--- config.mk ---
export PLATFORM = sky130hd
export DESIGN_NAME = dot_row_accumulator
export DESIGN_NICKNAME = d
export VERILOG_FILES = /design/src/rtl/dot_row_accumulator.sv
export SDC_FILE = /design/constraint.sdc
export NUM_CORES = 1
export LEC_CHECK = 0
export CAP_MARGIN = 10
export CELL_PAD_IN_SITES_DETAIL_PLACEMENT = 0
export CELL_PAD_IN_SITES_GLOBAL_PLACEMENT = 2
export CORE_MARGIN = 2
export CORE_UTILIZATION = 40
export DETAILED_ROUTE_END_ITERATION = 8
export GPL_TIMING_DRIVEN = 0
export HOLD_SLACK_MARGIN = 0.15
export PLACE_DENSITY_LB_ADDON = 0.1
export RECOVER_POWER = 100
export SLEW_MARGIN = 20
export SYNTH_ARGS = -nofsm -noshare
export SYNTH_HDL_FRONTEND = slang
export SYNTH_SLANG_ARGS = --single-unit
--- constraint.sdc ---
create_clock -name clk -period 3.1 [get_ports clk]
set_input_delay 0.775 -clock clk [delete_from_list [all_inputs] [get_ports clk]]
set_output_delay 0.775 -clock clk [all_outputs]
set_load 0.02 [all_outputs]
--- src/rtl/dot_row_accumulator.sv ---
// Sums each group of ROW_LEN unsigned product beats into a row dot-product and
// buffers completed sums in a FWFT FIFO. Define DOT_ROW_ACC_SAT_EN to saturate instead of wrap.
module dot_row_accumulator #(
  parameter int DATA_W     = 8,
  parameter int ROW_LEN    = 8,
  parameter int ACC_W      = 10,
  parameter int FIFO_DEPTH = 4
) (
  input  logic              clk,
  input  logic              reset,
  input  logic              in_valid,
  input  logic [DATA_W-1:0] in_data,
  input  logic              in_done,
  output logic              in_ready,
  output logic              sum_valid,
  output logic [ACC_W-1:0]  sum_data,
  output logic              sum_partial,
  input  logic              sum_ready,
  output logic [7:0]        row_count,
  output logic              overflow,
  output logic              all_done
);

  localparam int CNT_W = (ROW_LEN > 1) ? $clog2(ROW_LEN) : 1;
  localparam int PTR_W = (FIFO_DEPTH > 1) ? $clog2(FIFO_DEPTH) : 1;
  localparam int OCC_W = $clog2(FIFO_DEPTH + 1);
  localparam logic [CNT_W-1:0] LAST_IDX = CNT_W'(ROW_LEN - 1);
  localparam logic [OCC_W-1:0] FULL_OCC = OCC_W'(FIFO_DEPTH);

  typedef enum logic [1:0] {IDLE, ACCUM, DRAIN, DONE} state_t;

  state_t             state, state_nxt;
  logic [CNT_W-1:0]   elem_cnt, elem_cnt_nxt;
  logic [ACC_W-1:0]   acc_p0;
  logic [ACC_W-1:0]   acc_base;
  logic [ACC_W-1:0]   acc_sum;
  logic               add_ovf;
  logic               beat;
  logic               row_push;
  logic               part_push;
  logic               push;
  logic               pop;
  logic               fifo_full;
  logic [ACC_W-1:0]   push_data;
  logic [ACC_W-1:0]   fifo_data [FIFO_DEPTH];
  logic               fifo_part [FIFO_DEPTH];
  logic [PTR_W-1:0]   wr_ptr, rd_ptr;
  logic [OCC_W-1:0]   occ;

  // Returns {overflow, result}; the result either wraps or clamps at all-ones.
  function automatic logic [ACC_W:0] acc_add(input logic [ACC_W-1:0] a,
                                             input logic [DATA_W-1:0] b);
    logic [ACC_W:0] wide;
    wide = {1'b0, a} + {{(ACC_W + 1 - DATA_W){1'b0}}, b};
`ifdef DOT_ROW_ACC_SAT_EN
    if (wide[ACC_W]) wide[ACC_W-1:0] = '1;
`endif
    return wide;
  endfunction

  assign fifo_full   = (occ == FULL_OCC);
  assign sum_valid   = (occ != '0);
  assign in_ready    = !fifo_full && ((state == IDLE) || (state == ACCUM));
  assign beat        = in_valid && in_ready;
  assign acc_base    = (elem_cnt == '0) ? '0 : acc_p0;
  assign {add_ovf, acc_sum} = acc_add(acc_base, in_data);
  assign row_push    = beat && (elem_cnt == LAST_IDX);
  assign part_push   = (state == DRAIN) && (elem_cnt != '0) && !fifo_full;
  assign push        = row_push || part_push;
  assign pop         = sum_valid && sum_ready;
  assign push_data   = row_push ? acc_sum : acc_p0;
  assign sum_data    = sum_valid ? fifo_data[rd_ptr] : '0;
  assign sum_partial = sum_valid ? fifo_part[rd_ptr] : 1'b0;
  assign all_done    = (state == DONE);

  always_comb begin
    state_nxt    = state;
    elem_cnt_nxt = elem_cnt;
    if (beat)
      elem_cnt_nxt = (elem_cnt == LAST_IDX) ? '0 : elem_cnt + CNT_W'(1);
    if (part_push)
      elem_cnt_nxt = '0;
    case (state)
      IDLE: begin
        if (beat)    state_nxt = ACCUM;
        if (in_done) state_nxt = DRAIN;
      end
      ACCUM: begin
        if (row_push) state_nxt = IDLE;
        if (in_done)  state_nxt = DRAIN;
      end
      DRAIN: begin
        if ((elem_cnt == '0) && (occ == '0)) state_nxt = DONE;
      end
      DONE:    state_nxt = DONE;
      default: state_nxt = IDLE;
    endcase
  end

  // Control registers
  always_ff @(posedge clk) begin
    if (reset) begin
      state     <= IDLE;
      elem_cnt  <= '0;
      row_count <= '0;
      overflow  <= 1'b0;
      wr_ptr    <= '0;
      rd_ptr    <= '0;
      occ       <= '0;
    end else begin
      state    <= state_nxt;
      elem_cnt <= elem_cnt_nxt;
      if (push)           row_count <= row_count + 8'd1;
      if (beat && add_ovf) overflow <= 1'b1;
      if (push)           wr_ptr <= wr_ptr + PTR_W'(1);
      if (pop)            rd_ptr <= rd_ptr + PTR_W'(1);
      case ({push, pop})
        2'b10:   occ <= occ + OCC_W'(1);
        2'b01:   occ <= occ - OCC_W'(1);
        default: occ <= occ;
      endcase
    end
  end

  // Datapath registers: accumulator and sum storage carry no reset
  always_ff @(posedge clk) begin
    if (beat) acc_p0 <= acc_sum;
    if (push) begin
      fifo_data[wr_ptr] <= push_data;
      fifo_part[wr_ptr] <= part_push;
    end
  end

endmodule

==> impl_metrics.yaml <==
outcome:
  status: "finished clean"
final_layout:
  multi_input_area_um2: 1440
  fin_nets: 355
  fin_util_pct: 50.1
  final_design_area_no_fill_um2: 4390
  area_growth_pct: 20.5
  seqCellArea_um2: 2080
  drive_above_1_share_pct: 13.1
  n_antenna_cell: 0
  fillers: 792
power_and_ir_drop:
  power.internal_mw: 1.96
  power_frac_seq_pct: 45.2
  comb_power_share_pct: 22.6
  peakVddDrop_uv: 205
  leakage_nw: 1.63
  switchingPower_mw: 0.723
  swShare_pct: 27.0
  power.density_nw_per_um2: 611
  clkPwrFrac_pct: 32.3
  total_power_mw: 2.68
clocking:
  clk_pin_slew_ns: 0.08
  cts_hold_buffers: 0
  clock_sinks: 77
  cts_buffer_depth: 2
  cts-root-buf: "clkbuf_8"
  cts_tree: "built"
  numCtsBuffers: 9
  clk-insertion-delay-late_ns: 0.34
  htreeDepth: 3
synth:
  synth_cell_types: 46
  netlist_area_um2: 3640
  ys_ff_latch: 77
  syn_nets: 306
  syn-instance-count: 274
  syn-mean-instance-area_um2: 13.3
  yosysSeqAreaShare_pct: 57.2
  synth_ff_type: "edfxtp_1"
  async_flop_share_pct: 0
  ys_warn_count: 0
  synth_edf_count: 54
die:
  die_y_um: 99.4
  die_area_um2: 9890
  core_um2: 8760
  rows: 34
  fp.dieW_um: 99.4
  pin_count: 36
  initial_utilization_pct: 41.6
worst_setup_path:
  reg2reg_slack_ns: 0.21
  cp_slowest_cell: "mux4_2"
  cp_slowest_stage_delay_ns: 0.53
  crit_arrival_ns: 2.15
  crit_chain: "buf_6 > mux4_2 > and2_1 > clkdlybuf4s50_1"
  path_max_fanout: 10
  reg2reg_from: "elem_cnt[0]$_SDFFE_PP0P_"
  setup.worst_path.start_class: "register"
  worstSetupEndpointType: "primary output"
  crit_type: "reg -> out"
  worstPathRequired_ns: 2.32
  reg2reg_depth: 14
  rr_endpoint: "fifo_data[3][4]$_DFFE_PP_"
min_path:
  hp-start: "overflow$_SDFFE_PP0P_"
  hold_path_end: "overflow$_SDFFE_PP0P_"
  min_path_cells: 1
  holdCritPathClass: "reg -> reg"
global_route:
  gr-total-overflow: 0
  grt_pass1_vias: 2171
  track_usage_pct: 14.7
  antenna_found_initial: 0
  grt_pass1_wl_mm: 11.0
  grt_max_degree: 17
drt:
  antenna_left: 0
  drt_first_pass_iters: 4
  drc: 0
  post_drt_wl_per_cell_um: 15.2
  vias_per_cell: 4.99
  via_count: 2176
  wl_mm: 6.64
  drt_iter0_markers: 86
sta:
  max_slew_margin_pct: 15.4
  final-setup-viol-count: 0
  slew_viol_final: 0
  finalCritPeriodShare_pct: 94.4
  fin_skew_ns: 0.0112
  max_freq_mhz: 342
  worstMarginPinSlew_ns: 1.26
  rsz0062_at_grt: "no"
  fin_crit_ns: 2.93
  hold_violations: 0
place:
  gp_congestion: 0.754
  numPortBuffers: 35
  postPlaceCellArea_um2: 4130
  hpwl_mm: 4.72
flow_run:
  maxCapViolCount: 0
kinds of logic after synthesis:
kind of cell	Yosys count	synth area share [%]
xor gates and xnor gates	21	5.05
and+or+nand+nor	81	12.4
DFF	77	57.2
adders and majority gates	19	6.94
buffers and inverters	26	3.02
muxes	20	9.52
AOI/OAI and AO/OA	30	5.94
state kept, by name, summed over array words and instances (netlist names), 2 cells and up, named ones only:
signal and count:
fifo_data 40, occ 3, acc_p0 10, fifo_part 4
elem_cnt 3, wr_ptr 2, row_count 8, state 2
rd_ptr 2
critical path, delay by kind of cell (launching register included):
family | cells | cell delay [ns]
buffers and inverters | 2 | 0.74
muxes | 1 | 0.53
and+or+nand+nor | 1 | 0.17
DFF | 1 | 0.38
synth_stat cells (3+ instances only):
master | instances | share of area (%)
nor2_1 | 20 | 2.1
xor2_1 | 11 | 2.6
clkbuf_1 | 5 | 0.52
edfxtp_1 | 54 | 45
o21ai_0 | 3 | 0.41
a21o_1 | 3 | 0.62
a31oi_1 | 3 | 0.52
dfxtp_1 | 23 | 13
nand3_1 | 5 | 0.69
and2_1 | 25 | 4.3
a21oi_1 | 8 | 1.1
nand2_1 | 11 | 1.1
mux2_1 | 3 | 0.93
ha_1 | 17 | 5.8
inv_1 | 15 | 1.5
xnor2_1 | 10 | 2.4
a21oi_2 | 3 | 0.72
mux4_2 | 11 | 6.8
mux2_2 | 4 | 1.2
buf_4 | 3 | 0.62
worst max-delay path by stage:
stage | slack, ns | cells after the start | end
final | 0.17 | 4 | sum_data[0]
after global routing | 0.003 | 14 | fifo_data[3][4]$_DFFE_PP_
after CTS | 0.03 | 15 | fifo_data[2][8]$_DFFE_PP_
after detailed placement | -0.17 | 13 | fifo_data[2][8]$_DFFE_PP_
after global placement | -0.16 | 14 | fifo_data[0][6]$_DFFE_PP_
after floorplan | 0.35 | 14 | fifo_data[0][6]$_DFFE_PP_
cell type report:
class	instances	share of cell area (%)
flip-flops and latches	77	47.5
repair buffers	38	8.35
inverters	16	1.37
clock inverters	3	1.08
well taps	108	3.08
clock buffers	13	4.36
plain buffers	10	1.43
multi-input cells	171	32.8
cells in the final DEF (no fill, tap or decap), types with 2 or more instances in the layout:
master and instances:
a21o_1 3, a21oi_1 11, a31oi_1 3, and2_0 5, and2_1 20, buf_4 2
buf_6 2, clkbuf_1 6, clkbuf_16 2, clkbuf_2 3, clkbuf_8 10, clkdlybuf4s50_1 21
dfxtp_1 21, dfxtp_2 2, dlygate4sd3_1 14, edfxtp_1 54, fa_1 2, ha_1 17
inv_1 16, mux2_1 6, mux2i_1 2, mux4_2 11, nand2_1 12, nand2b_1 2
nand3_1 5, nand4_1 2, nor2_1 20, nor2b_1 2, nor3_1 2, nor3_2 2
nor3b_2 2, o21ai_0 4, or3_1 2, xnor2_1 10, xor2_1 11
layer usage:
metal / up-vias / GRT usage (%) / routed length [um]
met1: 1045 / 20.5 / 3270
li1: 1086 / - / -
met5: - / 0 / 0
met4: 0 / 5.69 / 67
met2: 39 / 22.7 / 3050
met3: 6 / 2.95 / 260
through the flow:
stage | std cells | hold slack [ns] | setup slack (ns) | TNS [ns]
after floorplan | 274 | 0.460 | 0.348 | 0
after global placement | 417 | 0.459 | -0.159 | -1.23
after detailed placement | 417 | 0.466 | -0.172 | -1.46
after CTS | 434 | 0.482 | 0.0267 | 0
after global routing | 436 | 0.495 | 0.00271 | 0
final | 436 | 0.474 | 0.174 | 0
timing repair:
action / 4_1_cts / 5_1_grt
buffers inserted: 1 / 2
setup endpoints to repair: 23 / 14
resized for setup: 4 / 8
pin swaps: 1 / 0
power by group through the flow:
stage               clock network, mW  logic, mW  registers [mW]
global placement                    0      0.594            1.23
floorplan                           0      0.406            1.23
CTS                             0.890      0.621            1.21
detailed placement                  0      0.610            1.23
global route                    0.935      0.674            1.22
finish                          0.865      0.605            1.21
No activity file was read; power rests on OpenSTA's default activity.
